**config.mk**
```make
export PLATFORM = sky130hd
export DESIGN_NAME = uart_cmd_parser
export DESIGN_NICKNAME = d
export VERILOG_FILES = /design/src/rtl/uart_pwm_pkg.sv /design/src/rtl/cmd_gap_timer.sv /design/src/rtl/uart_cmd_parser.sv
export SDC_FILE = /design/constraint.sdc
export NUM_CORES = 1
export LEC_CHECK = 0
export ABC_AREA = 1
export CAP_MARGIN = 5
export CORE_AREA = 2 2 154 81
export DETAILED_ROUTE_END_ITERATION = 6
export DIE_AREA = 0 0 156 83
export PLACE_DENSITY_LB_ADDON = 0.3
export SLEW_MARGIN = 20
export SYNTH_ARGS = -nofsm -noshare
export SYNTH_HDL_FRONTEND = slang
export SYNTH_HIERARCHICAL = 1
export SYNTH_SLANG_ARGS = --single-unit
```
**constraint.sdc**
```tcl
create_clock -name i_clk -period 1.85 [get_ports i_clk]
set_input_delay 0.185 -clock i_clk [delete_from_list [all_inputs] [get_ports i_clk]]
set_output_delay 0.185 -clock i_clk [all_outputs]
set_load 0.05 [all_outputs]
```
**src/rtl/uart_pwm_pkg.sv**
```systemverilog
// Shared definitions for the UART-to-PWM datapath: sync marker, frame layout,
// parser state encoding and the frame checksum.
package uart_pwm_pkg;

  localparam logic [7:0]  DEFAULT_SYNC_BYTE = 8'hA5;
  localparam int unsigned FRAME_LEN         = 5;

  typedef enum logic [2:0] {
    ST_IDLE,
    ST_GOT_SYNC,
    ST_GOT_CH,
    ST_GOT_DHI,
    ST_GOT_DLO
  } parser_state_t;

  function automatic logic [7:0] cmd_checksum(input logic [7:0] ch,
                                              input logic [7:0] dhi,
                                              input logic [7:0] dlo);
    return ch ^ dhi ^ dlo;
  endfunction

endpackage

```
**src/rtl/cmd_gap_timer.sv**
```systemverilog
// Inter-byte gap timer: counts cycles while enabled, restarts on clear and
// flags a single-cycle expiry when the count reaches TIMEOUT_CYC.
module cmd_gap_timer #(
  parameter int unsigned TIMEOUT_CYC = 53999
) (
  input  logic i_clk,
  input  logic i_resetn,
  input  logic clear,
  input  logic enable,
  output logic expired
);

  localparam int unsigned   CW    = (TIMEOUT_CYC > 0) ? $clog2(TIMEOUT_CYC + 1) : 1;
  localparam logic [CW-1:0] LIMIT = CW'(TIMEOUT_CYC);

  logic [CW-1:0] count;

  always_ff @(posedge i_clk) begin
    if (!i_resetn) begin
      count <= '0;
    end else if (clear || !enable) begin
      count <= '0;
    end else begin
      count <= count + CW'(1);
    end
  end

  // A byte arriving on the compare cycle keeps the frame alive.
  assign expired = enable && !clear && (count == LIMIT);

endmodule

```
**src/rtl/uart_cmd_parser.sv**
```systemverilog
// Assembles SYNC/CH/DHI/DLO/CHK frames from the UART receiver and writes
// checked values into the per-channel PWM duty register bank.
module uart_cmd_parser
  import uart_pwm_pkg::*;
#(
  parameter int unsigned CLK_HZ     = 27_000_000,
  parameter int unsigned NUM_CH     = 4,
  parameter int unsigned DUTY_BITS  = 16,
  parameter int unsigned TIMEOUT_US = 2000,
  parameter logic [7:0]  SYNC_BYTE  = DEFAULT_SYNC_BYTE
) (
  input  logic                          i_clk,
  input  logic                          i_resetn,
  input  logic                          i_rx_valid,
  input  logic [7:0]                    i_rx_data,
  input  logic                          i_rx_break,
  output logic [NUM_CH*DUTY_BITS-1:0]   o_duty,
  output logic [NUM_CH-1:0]             o_duty_update,
  output logic                          o_frame_ok,
  output logic                          o_frame_err,
  output logic [7:0]                    o_err_count
);

  localparam int unsigned TIMEOUT_CYC = (CLK_HZ / 1_000_000) * TIMEOUT_US - 1;
  localparam logic [16:0] DUTY_MAX    = 17'((32'd1 << DUTY_BITS) - 32'd1);
  localparam logic [7:0]  CH_LIMIT    = 8'(NUM_CH);

  parser_state_t state, state_next;
  logic [7:0]    ch_q, dhi_q, dlo_q;
  logic          commit, drop;
  logic          timer_expired;
  logic [15:0]   raw;
  logic [DUTY_BITS-1:0] duty_sat;
  logic [DUTY_BITS-1:0] duty_q [NUM_CH];

  cmd_gap_timer #(
    .TIMEOUT_CYC(TIMEOUT_CYC)
  ) u_gap_timer (
    .i_clk    (i_clk),
    .i_resetn (i_resetn),
    .clear    (i_rx_valid),
    .enable   (state != ST_IDLE),
    .expired  (timer_expired)
  );

  always_ff @(posedge i_clk) begin
    if (!i_resetn) begin
      state <= ST_IDLE;
    end else begin
      state <= state_next;
    end
  end

  always_comb begin
    state_next = state;
    commit     = 1'b0;
    drop       = 1'b0;
    if (i_rx_valid) begin
      if (state != ST_IDLE && i_rx_break) begin
        drop       = 1'b1;
        state_next = ST_IDLE;
      end else begin
        unique case (state)
          ST_IDLE: begin
            if (!i_rx_break && i_rx_data == SYNC_BYTE) state_next = ST_GOT_SYNC;
          end
          ST_GOT_SYNC: begin
            if (i_rx_data >= CH_LIMIT) begin
              drop       = 1'b1;
              state_next = ST_IDLE;
            end else begin
              state_next = ST_GOT_CH;
            end
          end
          ST_GOT_CH:  state_next = ST_GOT_DHI;
          ST_GOT_DHI: state_next = ST_GOT_DLO;
          ST_GOT_DLO: begin
            if (cmd_checksum(ch_q, dhi_q, dlo_q) == i_rx_data) commit = 1'b1;
            else                                                drop   = 1'b1;
            state_next = ST_IDLE;
          end
          default: state_next = ST_IDLE;
        endcase
      end
    end else if (timer_expired) begin
      drop       = 1'b1;
      state_next = ST_IDLE;
    end
  end

  always_ff @(posedge i_clk) begin
    if (!i_resetn) begin
      ch_q  <= '0;
      dhi_q <= '0;
      dlo_q <= '0;
    end else if (i_rx_valid && !i_rx_break) begin
      case (state)
        ST_GOT_SYNC: ch_q  <= i_rx_data;
        ST_GOT_CH:   dhi_q <= i_rx_data;
        ST_GOT_DHI:  dlo_q <= i_rx_data;
        default: ;
      endcase
    end
  end

  // Out-of-range values clamp to full scale rather than wrapping.
  assign raw      = {dhi_q, dlo_q};
  assign duty_sat = ({1'b0, raw} > DUTY_MAX) ? '1 : raw[DUTY_BITS-1:0];

  always_ff @(posedge i_clk) begin
    if (!i_resetn) begin
      for (int unsigned k = 0; k < NUM_CH; k++) duty_q[k] <= '0;
      o_duty_update <= '0;
    end else begin
      for (int unsigned k = 0; k < NUM_CH; k++) begin
        if (commit && ch_q == 8'(k)) duty_q[k] <= duty_sat;
        o_duty_update[k] <= commit && (ch_q == 8'(k));
      end
    end
  end

  always_comb begin
    o_duty = '0;
    for (int unsigned k = 0; k < NUM_CH; k++) o_duty[k*DUTY_BITS +: DUTY_BITS] = duty_q[k];
  end

  always_ff @(posedge i_clk) begin
    if (!i_resetn) begin
      o_frame_ok  <= 1'b0;
      o_frame_err <= 1'b0;
      o_err_count <= '0;
    end else begin
      o_frame_ok  <= commit;
      o_frame_err <= drop;
      if (drop && o_err_count != 8'hFF) o_err_count <= o_err_count + 8'd1;
    end
  end

endmodule

```
==> impl_metrics.yaml <==
routing:
  ant_nets: 0
  dr.pass1.iters: 6
  totalWireLength_mm: 16.54
  vias: 5057
  drc_errors: 0
  initialDrtViolationCount: 504
  vias_per_cell: 5.306
  wire_per_inst_um: 17.35
timing:
  hold_ws_ns: 0.2008
  setup_slack_ns: -0.1652
  min_period_ns: 2.015
  rsz0062_at_grt: "true"
  finalSetupViolCount: 120
  finalCritPeriodShare: 1.089
  max_freq_mhz: 496.2
  finalHoldViolCount: 0
  final_max_slew_viol_count: 0
  slew_headroom: 0.6438
  tightest_slew_ns: 0.5326
  finalSetupTns_ns: -12.61
  fin_skew_ns: 0.008791
placement:
  port_buffers: 89
  preCtsSetupSlack_ns: -0.4951
  dp_hpwl_mm: 10.30
  dpl_cell_area_sq_um: 6987
  gp_congestion: 0.8872
worst_setup_path:
  regToRegSetupSlack_ns: -0.17
  crit_arrival_ns: 2.14
  reg2reg_depth: 13
  worstPathRequired_ns: 1.98
  r2r_end: "duty_q[3][3]"
  worstSetupPathType: "flop to flop"
  r2r-start: "ch_q[1]"
  startpoint_type: "flop"
  cp_max_fo: 8
  end_kind: "flop"
floorplan:
  fp.coreArea_sq_um: 11530
  dieArea_sq_um: 12950
  rows: 28
  dieHeight_um: 83
  dieWidth_um: 156
  start_util: 0.4725
  io_pins: 90
cells_and_area:
  nets: 804
  multi_input_area_sq_um: 2270
  num-fill-cells: 793
  final_common_cell: "nand2_1"
  n_antenna_cell: 0
  syn2layout_area_growth_pct: 48.93
  layout-drive-gt1-share: 0.3176
  final_cell_mix: "nand2_1 (122), clkdlybuf4s50_1 (80), nor2_1 (71)"
  fin_area_sq_um: 8112
  seqCellArea_sq_um: 3099
worst_hold_path:
  whs_endpoint: "dlo_q[2]"
  holdPathStages: 3
  hp-start: "i_rx_data[2]"
  worstHoldPathType: "input port to flop"
pwr:
  leakage_nw: 3.189
  p_per_area_nw_per_um2: 840.4
  irDropWorstVdd_v: 0.0007177
run_status:
  status: "finished with violations"
  violations: "setup timing"
clock_tree:
  hold_buffers: 0
  insertion_delay_ns: 0.42
  cts_tree: "yes"
  numCtsBuffers: 17
  root_buffer: "clkbuf_16"
  numClockSinks: 121
  h-tree-depth: 4
  path_clk_slew_ns: 0.06
  ctsLongestPathBuffers: 2
global_routing:
  grt_pass1_wl_mm: 24.99
  overflow: 0
  grt_pass1_vias: 4773
  grt_max_degree: 40
  antenna_found_initial: 0
  grt_usage: 0.2539
yosys:
  synth_cell_type_count: 34
  ys_warn_count: 6
  seq_area_frac_synth: 0.5624
  synth_enable_flop_cells: 64
  syn_area_sq_um: 5446
  synth.avg_cell_area_sq_um: 8.958
  synth_ff_type: "edfxtp_1"
  syn_inst: 608
  synthArstFlopShare: 0
  synthesis.nets: 622
  synth_seq_cells: 121
flow_run:
  max_cap_viol_count: 0
logic make-up after synthesis:
kind of cell               count (synthesis)  synth area share
adders and majority gates                  2          0.004594
DFF                                      121            0.5624
and+or+nand+nor                          309            0.2720
AOI/OAI and AO/OA                         73           0.06938
xor gates and xnor gates                  14           0.02251
buffers and inverters                     89           0.06915
cell type report:
class                           instances  share of cell area
Sequential cell                       121              0.3821
Clock inverter                         12             0.01388
Clock buffer                           20             0.05630
Timing Repair Buffer                  172              0.2099
Multi-Input combinational cell        404              0.2798
Tap cell                              150             0.02314
Inverter                               74             0.03486
synthesized netlist by cell type, types with 2 or more instances:
library cell    n  share of area
nand3_1        16          0.015
xor2_1          9          0.014
dfxtp_1        57           0.21
buf_2           3         0.0028
inv_1          48          0.033
buf_6           3         0.0062
ha_1            2         0.0046
nor2_4         12          0.025
xnor2_1         5         0.0080
nand2_1       139          0.096
a21oi_1        38          0.035
clkbuf_1        7         0.0048
nor2_2         23          0.026
inv_2          26          0.018
nand2_2         4         0.0046
nand3_4         4          0.013
nor4_1          2         0.0023
o21ai_0        31          0.028
edfxtp_1       64           0.35
nor2_1         86          0.059
nand4_1        12          0.014
nor3_1          4         0.0037
o21bai_1        2         0.0028
where the power goes:
part	internal [mW]	total [mW]	switching (mW)	leakage, nW
sequential	2.88	2.91	0.0353	1.13
combinational	0.258	0.721	0.463	1.79
clock	1.93	3.18	1.25	0.270
metal layers:
layer | GRT usage | vias to the layer above | wire [um]
li1 | - | 2353 | -
met1 | 0.3582 | 2359 | 7033
met2 | 0.3757 | 299 | 7350
met4 | 0.09091 | 0 | 361
met3 | 0.06942 | 46 | 1791
met5 | 0 | - | 0
how the worst max path moves through the flow:
stage,cells past startpoint,from,endpoint,slack [ns]
finish,13,ch_q[1],duty_q[3][3],-0.17
global route,13,ch_q[1],duty_q[3][3],-0.24
CTS,14,ch_q[0],duty_q[3][3],-0.09
detailed placement,12,i_rx_data[1],duty_q[1][2],-0.50
global placement,12,i_rx_data[1],duty_q[3][12],-0.44
floorplan,12,ch_q[0],duty_q[2][0],-0.15
what timing repair did:
item                                    in CTS  in global routing
cloned                                       7                  3
endpoints found under the setup margin     137                143
setup buffers                               10                  4
resized for setup                           50                 55
pin swaps                                   10                 13
flip-flops by register name, summed over array words and instances, names as in the netlist, 3 cells and up:
signal / count
o_err_count: 8
dhi_q: 8
u_gap_timer/count: 16
ch_q: 8
dlo_q: 8
o_duty_update: 4
duty_q: 64
state: 3
per-stage QoR:
step	utilization	total power, mW	instances
after floorplan	-	3.325	608
after global placement	0.6062	3.584	897
after detailed placement	0.6062	3.595	897
after CTS	0.6830	6.797	946
after global routing	0.7038	7.019	953
final	0.7038	6.817	953
critical path: stages, from the launching register on:
cell and delay [ns]:
dfxtp_4 0.36, inv_4 0.06, nand2_1 0.07, nand2_2 0.09, nand2_2 0.07, nand2_2 0.08
nand2_2 0.07, nor2_4 0.14, nand4_4 0.13, buf_6 0.15, nor2_4 0.12, nand2_2 0.10
nand2_4 0.14, buf_12 0.14
No activity file was read; power rests on OpenSTA's default activity.
